===== config.mk =====
export PLATFORM = sky130hd
export DESIGN_NAME = ex_stage
export DESIGN_NICKNAME = d
export VERILOG_FILES = /design/src/rtl/ex_stage.sv
export SDC_FILE = /design/constraint.sdc
export NUM_CORES = 1
export LEC_CHECK = 0
export CAP_MARGIN = 20
export CORE_UTILIZATION = 46
export CTS_CLUSTER_DIAMETER = 30
export CTS_CLUSTER_SIZE = 40
export DETAILED_ROUTE_END_ITERATION = 12
export MAX_ROUTING_LAYER = met4
export PLACE_DENSITY_LB_ADDON = 0.1
export SLEW_MARGIN = 20
export SYNTH_ARGS = -nofsm -noshare
export SYNTH_HDL_FRONTEND = slang
export SYNTH_SLANG_ARGS = --single-unit
export TNS_END_PERCENT = 20

===== constraint.sdc =====
create_clock -name clk -period 5.4 [get_ports clk]
set_clock_uncertainty 0.1 [all_clocks]
set_input_delay 1.08 -clock clk [delete_from_list [all_inputs] [get_ports clk]]
set_output_delay 1.08 -clock clk [all_outputs]
set_load 0.03 [all_outputs]

===== src/rtl/ex_stage.sv =====
// Execute stage of the 5-stage PCPU: operand forwarding, ALU, branch/jump resolution
// and an iterative shift-add multiplier. Define EX_FORWARD_EN to enable forwarding.
module ex_stage #(
  parameter int MUL_BITS_PER_CYCLE = 1,
  parameter bit SLT_SIGNED         = 1'b1
) (
  input  logic        clk,
  input  logic        rst,
  input  logic [31:0] regdata1_in,
  input  logic [31:0] regdata2_in,
  input  logic [31:0] ext_in,
  input  logic [4:0]  rs_in,
  input  logic [4:0]  rt_in,
  input  logic [4:0]  rd_in,
  input  logic [31:0] pc_add4_in,
  input  logic [25:0] addr_jump_in,
  input  logic [2:0]  ALUOP_in,
  input  logic        ALUSrc_in,
  input  logic        RegDst_in,
  input  logic        Branch_in,
  input  logic        JUMPSrc_in,
  input  logic        MemWrite_in,
  input  logic        MemtoReg_in,
  input  logic        RegWrite_in,
  input  logic        exmem_RegWrite,
  input  logic        memwb_RegWrite,
  input  logic [4:0]  exmem_rd,
  input  logic [4:0]  memwb_rd,
  input  logic [31:0] exmem_data,
  input  logic [31:0] memwb_data,
  output logic [31:0] alu_result_out,
  output logic [31:0] store_data_out,
  output logic [4:0]  wreg_out,
  output logic        MemWrite_out,
  output logic        MemtoReg_out,
  output logic        RegWrite_out,
  output logic        branch_taken_out,
  output logic [31:0] branch_target_out,
  output logic        jump_out,
  output logic [31:0] jump_target_out,
  output logic        stall_out,
  output logic [1:0]  fsm_state
);

  localparam int         N    = 32 / MUL_BITS_PER_CYCLE;
  localparam logic [5:0] LAST = 6'(N - 1);

  localparam logic [2:0] OP_ADD = 3'b000;
  localparam logic [2:0] OP_SUB = 3'b001;
  localparam logic [2:0] OP_AND = 3'b010;
  localparam logic [2:0] OP_OR  = 3'b011;
  localparam logic [2:0] OP_SLT = 3'b100;
  localparam logic [2:0] OP_XOR = 3'b101;
  localparam logic [2:0] OP_NOR = 3'b110;
  localparam logic [2:0] OP_MUL = 3'b111;

  if (MUL_BITS_PER_CYCLE != 1 && MUL_BITS_PER_CYCLE != 2 && MUL_BITS_PER_CYCLE != 4) begin : g_bad_param
    $error("ex_stage: MUL_BITS_PER_CYCLE must be 1, 2 or 4");
  end

  typedef enum logic [1:0] {
    IDLE = 2'd0,
    BUSY = 2'd1,
    DONE = 2'd2
  } mul_state_e;

  mul_state_e  state;
  logic [5:0]  count;
  logic [31:0] mcand;
  logic [31:0] mplier;
  logic [31:0] acc;
  logic [31:0] partial;

  logic [31:0] fwd_a;
  logic [31:0] fwd_b;
  logic [31:0] op_a;
  logic [31:0] op_b;
  logic [31:0] alu;
  logic        slt;
  logic        mul_stall;

  always_comb begin
    fwd_a = regdata1_in;
    fwd_b = regdata2_in;
`ifdef EX_FORWARD_EN
    // EX_MEM is the younger producer, so it wins over MEM_WB.
    if (exmem_RegWrite && exmem_rd == rs_in && rs_in != 5'd0)
      fwd_a = exmem_data;
    else if (memwb_RegWrite && memwb_rd == rs_in && rs_in != 5'd0)
      fwd_a = memwb_data;
    if (exmem_RegWrite && exmem_rd == rt_in && rt_in != 5'd0)
      fwd_b = exmem_data;
    else if (memwb_RegWrite && memwb_rd == rt_in && rt_in != 5'd0)
      fwd_b = memwb_data;
`endif
  end

`ifndef EX_FORWARD_EN
  logic unused_fwd;
  assign unused_fwd = ^{exmem_RegWrite, memwb_RegWrite, exmem_rd, memwb_rd,
                        exmem_data, memwb_data, rs_in};
`endif

  assign op_a = fwd_a;
  assign op_b = ALUSrc_in ? ext_in : fwd_b;

  assign slt = SLT_SIGNED ? ($signed(op_a) < $signed(op_b)) : (op_a < op_b);

  always_comb begin
    case (ALUOP_in)
      OP_ADD:  alu = op_a + op_b;
      OP_SUB:  alu = op_a - op_b;
      OP_AND:  alu = op_a & op_b;
      OP_OR:   alu = op_a | op_b;
      OP_SLT:  alu = {31'd0, slt};
      OP_XOR:  alu = op_a ^ op_b;
      OP_NOR:  alu = ~(op_a | op_b);
      default: alu = 32'd0;
    endcase
  end

  // Partial product for the multiplier bits retired this cycle.
  always_comb begin
    partial = 32'd0;
    for (int j = 0; j < MUL_BITS_PER_CYCLE; j++)
      if (mplier[j]) partial = partial + (mcand << j);
  end

  always_ff @(posedge clk) begin
    if (rst) begin
      state  <= IDLE;
      count  <= 6'd0;
      acc    <= 32'd0;
      mcand  <= 32'd0;
      mplier <= 32'd0;
    end else begin
      case (state)
        IDLE: begin
          if (ALUOP_in == OP_MUL) begin
            mcand  <= op_a;
            mplier <= op_b;
            acc    <= 32'd0;
            count  <= 6'd0;
            state  <= BUSY;
          end
        end
        BUSY: begin
          acc    <= acc + partial;
          mcand  <= mcand << MUL_BITS_PER_CYCLE;
          mplier <= mplier >> MUL_BITS_PER_CYCLE;
          count  <= count + 6'd1;
          if (count == LAST) state <= DONE;
        end
        // DONE always returns to IDLE; a still-asserted MUL starts fresh from there.
        DONE:    state <= IDLE;
        default: state <= IDLE;
      endcase
    end
  end

  // stall_out=1 freezes PC/IF_ID/ID_EX; the instruction in EX is accepted by EX_MEM
  // only on a cycle with stall_out=0, so all side-effect controls are bubbled while it is 1.
  assign mul_stall = (state == BUSY) || (state == IDLE && ALUOP_in == OP_MUL);

  always_comb begin
    alu_result_out    = 32'd0;
    store_data_out    = 32'd0;
    wreg_out          = 5'd0;
    MemWrite_out      = 1'b0;
    MemtoReg_out      = 1'b0;
    RegWrite_out      = 1'b0;
    branch_taken_out  = 1'b0;
    branch_target_out = 32'd0;
    jump_out          = 1'b0;
    jump_target_out   = 32'd0;
    stall_out         = 1'b0;
    fsm_state         = 2'd0;
    if (!rst) begin
      fsm_state         = state;
      stall_out         = mul_stall;
      if (state == DONE)
        alu_result_out = acc;
      else if (ALUOP_in != OP_MUL)
        alu_result_out = alu;
      store_data_out    = fwd_b;
      wreg_out          = RegDst_in ? rd_in : rt_in;
      branch_target_out = pc_add4_in + (ext_in << 2);
      jump_target_out   = {pc_add4_in[31:28], addr_jump_in, 2'b00};
      if (!mul_stall) begin
        MemWrite_out     = MemWrite_in;
        MemtoReg_out     = MemtoReg_in;
        RegWrite_out     = RegWrite_in;
        branch_taken_out = Branch_in && (fwd_a == fwd_b);
        jump_out         = JUMPSrc_in;
      end
    end
  end

endmodule


### Yosys cells after proc, flatten, opt, wreduce, memory -nomap -nowiden

Index checks and enable logic that the tools add are counted.

* muxes and demuxes: 34
* $add $sub $neg: 5
* reductions and logical operators: 8
* magnitude comparators: 1
* bitwise logic cells: 4
* eq/ne operators: 14

Operators with widths (number)
* two-way mux 32 bit: 11
* case mux 32 bit (7 select lines): 1
* case mux 32 bit (2 select lines): 3
* adder 32 bit: 3
* bitwise AND 32 bit: 1
* equality test 32 bit: 1
* < comparator 32 bit: 1
* NOT 32 bit: 1
* OR 32 bit: 1
* subtractor 32 bit: 1
* bitwise XOR 32 bit: 1
* equality test 3 bit, second input constant: 4
* case mux 6 bit (2 select lines): 1
* two-way mux 1 bit: 11
* two-way mux 5 bit: 2
* adder 6 x 1 -> 6 bit, second input constant: 1
* equality test 3 x 2 -> 1 bit, second input constant: 2
* equality test 6 x 5 -> 1 bit, second input constant: 1
* two-way mux 2 bit: 3
* two-way mux 6 bit: 1
* != test 2 bit, second input constant: 2
* case mux 2 bit (2 select lines): 1
* AND reduction 2 bit: 2
* equality test 3 x 1 -> 1 bit, second input constant: 1
* 8 further kinds: 9

* output and inout port bits: 141
* flip-flop bits (word level): 104
* logic and storage cells: 71
* input bits: 257

### Logic depth before layout (Yosys ltp)

* depth in word-level cells: 7
* gate-level depth with buffers: 14
* mapped depth without buffers: 13

### Worst setup path before layout

No wires, ideal clock.

* path kind: input port to output port
* start: input port ALUSrc_in
* end: output port alu_result_out[15]
* path buffers: 3
* required time: 4.220 ns
* path slack: -0.522 ns
* cell stages on the path: 14
* arrival: 4.742 ns
* cells stage by stage: clkbuf_1 -> buf_1 -> mux2i_1 -> ha_1 -> buf_2 -> nand3_1 -> o22ai_1 -> or4_1 -> o21ai_1 -> nand2_1 -> a31oi_1 -> xor2_1 -> a21oi_1 -> o32ai_1

* word-level cells in the longest chain between the ends: 7
* elaborated cells between the ends (all ways): 11
* those cells by class: add/sub: 2; mux: 5; bitwise: 4

RTL lines
* start, declared: line 18 `input logic ALUSrc_in,`
* two-way mux 32 bit *: line 105 `assign op_b = ALUSrc_in ? ext_in : fwd_b;`
* parallel branches: the longest is 2 deep, another holds subtractor 32 bit
* case mux 32 bit (7 select lines) *: line 110 `case (ALUOP_in)`
* two-way mux 32 bit *: line 183 `else if (ALUOP_in != OP_MUL)`
* two-way mux 32 bit *: line 181 `if (state == DONE)`
* two-way mux 32 bit *: line 178 `if (!rst) begin`
* end, declared: line 31 `output logic [31:0] alu_result_out,`

Every way passes the cells marked *.

### Final worst setup path

* start: input port ext_in[12]
* end: output port alu_result_out[30]

* word-level cells in the longest chain between the ends: 6
* elaborated cells between the ends (all ways): 7
* those cells by class: add/sub: 2; mux: 5

RTL lines
* start, declared: line 11 `input logic [31:0] ext_in,`
* two-way mux 32 bit *: line 105
* subtractor 32 bit / adder 32 bit (equally long branches): line 112, 111
* case mux 32 bit (7 select lines) *: line 110
* two-way mux 32 bit *: line 183
* two-way mux 32 bit *: line 181
* two-way mux 32 bit *: line 178

Every way passes the cells marked *; elsewhere a longest branch is shown, timed or not.

==> summary.txt <==
Status
  – Status: finished, violations left
  – Violated checks: setup timing

Floorplanning
  – Core Footprint: 31600 sq um
  – FP Rows: 65
  – Die height: 181 um
  – Initial Util: 46.7%
  – Die area: 32800 sq um
  – Ports: 398
  – Die Wd: 181 um

Worst setup path
  – Slowest CP cell: clkdlybuf4s50_1
  – Critical Path RT: 4.22 ns
  – WP data arrival: 4.45 ns
  – Worst path most repeated cell: buf_4
  – Worst Path Max Fanout: 4
  – Startpoint Class: input port
  – Worst path cell trace: clkdlybuf4s50_1 > mux2i_1 > buf_4 > inv_1 > ha_1 > nor2_1 > a211oi_1 > buf_4 > o41ai_2 > buf_4 > o21ai_1 > buf_4 > o21ai_2 > a21oi_2 > nor2_1 > o21a_1 > o211ai_1 > buf_4
  – Crit end category: output pin
  – Critical path type: input port to output pin
  – CP max stage delay: 0.55 ns

Power and ir drop
  – Clock power share: 20.5%
  – Reg power frac: 21.2%
  – Leakage: 0.00991 uW
  – NetSw: 1640 uW
  – P_int: 2280 uW
  – Pwr per Cell Area: 174 nW/um^2
  – VDD IR max: 169 uV
  – Total power: 3910 uW
  – Switching share of power: 41.8%
  – Combinational share of power: 58.3%

Placed design
  – Port bufs: 314
  – Final Wtd Congestion: 1.01
  – Post-DP HPWL: 54900 um

Timing
  – Final WS setup: -0.231 ns
  – Final Hold Viols: 0
  – Worst rel slew slack: 28.1%
  – RSZ-0062 raised after global routing: true
  – Max Clk Rate: 0.178 GHz
  – Final period utilization: 104%
  – Transition time of the tightest slew-check pin: 1.08 ns
  – Crit path time final: 5.63 ns
  – Worst-case hold slack: 0.359 ns
  – Final setup viols: 22
  – Max-slew violation count: 0

GRT
  – Vias in the first global route: 18.1k
  – First-pass GRT wire length: 103000 um
  – Initial antenna violation count: 1
  – Gr usage total: 42.3%
  – Remaining Overflow, GRT: 0
  – Largest net degree at the start of global routing: 87

Synth
  – Yosys warns: 0
  – Top cells by count, synth: nand2_1 (254), ha_1 (177), nor2_1 (176)
  – Area contributors post-synth: ha_1 (15%), dfxtp_1 (14%), nand2_1 (6.5%)
  – Yosys top cell by area: ha_1
  – Flops & latches, synth: 104
  – Post-synth EDFFs: 0
  – Synth Area in Simple Gates: 23.9%
  – Count of unique library cells instantiated by Yosys: 89
  – Synth Instances: 2087
  – Most used flip-flop cell after synthesis: dfxtp_1
  – Mux contribution to synthesized area: 4.16%
  – Ys async rst share: 0%
  – Sequential area share after synthesis: 14.1%
  – Mean post-synth cell area: 7.07 sq um
  – Largest family of logic cells by synthesized area: compound AO/OA/AOI/OAI gates
  – Mapped cell area: 14800 sq um
  – Top cell type's share of synthesized area: 15.0%
  – Compound-Gate Fraction of Synth Area: 30.1%
  – Count leader, synth: nand2_1
  – Post-synthesis xor/xnor area fraction: 5.46%
  – Synth Area in Adders: 15.6%

Worst hold path
  – Tightest Hold Check Type: flip-flop to flip-flop

Job
  – Count of max-cap constraint violations: 0

Clock tree
  – Clk_lat worst skew: 0.38 ns
  – Max clock buf depth: 2
  – Num CTS Buffers: 9
  – Clock sink count: 104
  – CTS Hold Bufs: 0
  – CTS tree: yes
  – CTS root buffer: clkbuf_16
  – Clock slew at reported path FFs: 0.09 ns
  – H-Tree Depth: 3

Detailed routing
  – WL final: 69700 um
  – Total iterations of the first detailed-routing run: 7
  – Starting DRT DRC Count: 1657
  – Routed vias: 18.8k
  – Post-route ant nets: 0
  – # DRC: 0
  – Via density: 6.05
  – WL per Instance: 22.5 um

Cells and area
  – Synth-to-Final Area Change: 52.4%
  – Final nets: 3129
  – Layout cells sized above 1: 23.4%
worst paths after layout:
| kind | startpoint | to | slack [ns] | depth (start not counted) |
|---|---|---|---|---|
| max | ext_in[12] | alu_result_out[30] | -0.23 | 18 |
| min | mplier[20]$_SDFFE_PP0P_ | mplier[19]$_SDFFE_PP0P_ | 0.36 | 2 |
| min reg2reg | mplier[20]$_SDFFE_PP0P_ | mplier[19]$_SDFFE_PP0P_ | 0.36 | 2 |
| max reg2reg | mplier[0]$_SDFFE_PP0P_ | acc[30]$_SDFFE_PP0P_ | 1.30 | 12 |
flip-flops by register name, indices dropped and copies added (netlist names):
name and cells:
mplier 32, state 2, acc 32, mcand 32, count 6
power groups by stage:
stage / sequential [uW] / combinational (uW) / clock, uW
detailed placement: 846 / 2080 / 0
finish: 830 / 2280 / 802
global placement: 845 / 2060 / 0
global route: 833 / 2410 / 831
floorplan: 832 / 1070 / 0
CTS: 829 / 2170 / 803
area by class of cell:
| class | instances | area [sq um] |
|---|---|---|
| Tap cell | 402 | 503 |
| Antenna cell | 1 | 2.50 |
| Clock buffer | 9 | 225 |
| Multi-Input combinational cell | 1731 | 12600 |
| Timing Repair Buffer | 730 | 6490 |
| Clock inverter | 7 | 113 |
| Inverter | 115 | 432 |
| Fill cell | 2659 | 9070 |
| Sequential cell | 104 | 2080 |
routing by layer:
| metal | GRT usage, % | vias up | part of all wire (%) |
|---|---|---|---|
| met5 | - | - | 0 |
| met4 | 30.8 | 0 | 8.4 |
| met3 | 6.63 | 257 | 7.8 |
| met2 | 69.6 | 993 | 46 |
| met1 | 46.6 | 8801 | 38 |
| li1 | - | 8702 | - |
repair_timing:
item,4_1_cts,5_1_grt
endpoints found under the setup margin,33,30
pin swaps,35,23
buffers inserted,13,5
gates resized for setup,139,59
gates cloned,0,0
hold endpoints to repair,0,0
layout by cell type (no fill, tap or decap), types with 21 or more instances in the layout:
cell type / synthesis / final
o21ai_1: 18 / 21
nand2_1: 254 / 254
and2_1: 44 / 43
o21bai_1: 30 / 27
xor2_1: 54 / 54
xnor2_1: 38 / 38
mux2i_1: 58 / 45
nor2_1: 176 / 173
a21o_1: 45 / 45
o21ai_0: 104 / 95
nand3_1: 33 / 32
dlygate4sd2_1: 0 / 23
nor3_1: 37 / 34
inv_1: 112 / 110
a21oi_1: 160 / 140
clkdlybuf4s50_1: 0 / 235
o211ai_1: 64 / 64
buf_12: 0 / 25
a311oi_1: 34 / 33
nor2b_1: 83 / 82
ha_1: 177 / 158
dfxtp_1: 104 / 104
buf_4: 2 / 425
critical path: cells and delay by family:
kind            cells  cell delay, ns
buf+inv             7            1.56
mux                 1            0.11
fa+ha+maj           1            0.18
compound gates      7            1.39
simple gates        2            0.13
cell families after synthesis:
family / Yosys count
flops: 104
simple gates: 741
fa+ha+maj: 181
other cells: 1
compound gates: 655
buf+inv: 253
mux: 60
xor+xnor: 92
stage by stage:
stage	TNS [ns]	util, %	cells	worst slack, ns	area [sq um]
2_1_floorplan	-0.119	-	2088	-0.0441	14800
3_3_place_gp	-14.05	66.9	3066	-0.809	21100
3_5_place_dp	-14.98	66.9	3066	-0.820	21100
4_1_cts	-2.31	70.0	3094	-0.228	22100
5_1_grt	-5.10	71.2	3099	-0.340	22500
6_report	-1.98	71.2	3099	-0.231	22500
Power figures use the tool's default switching activity.
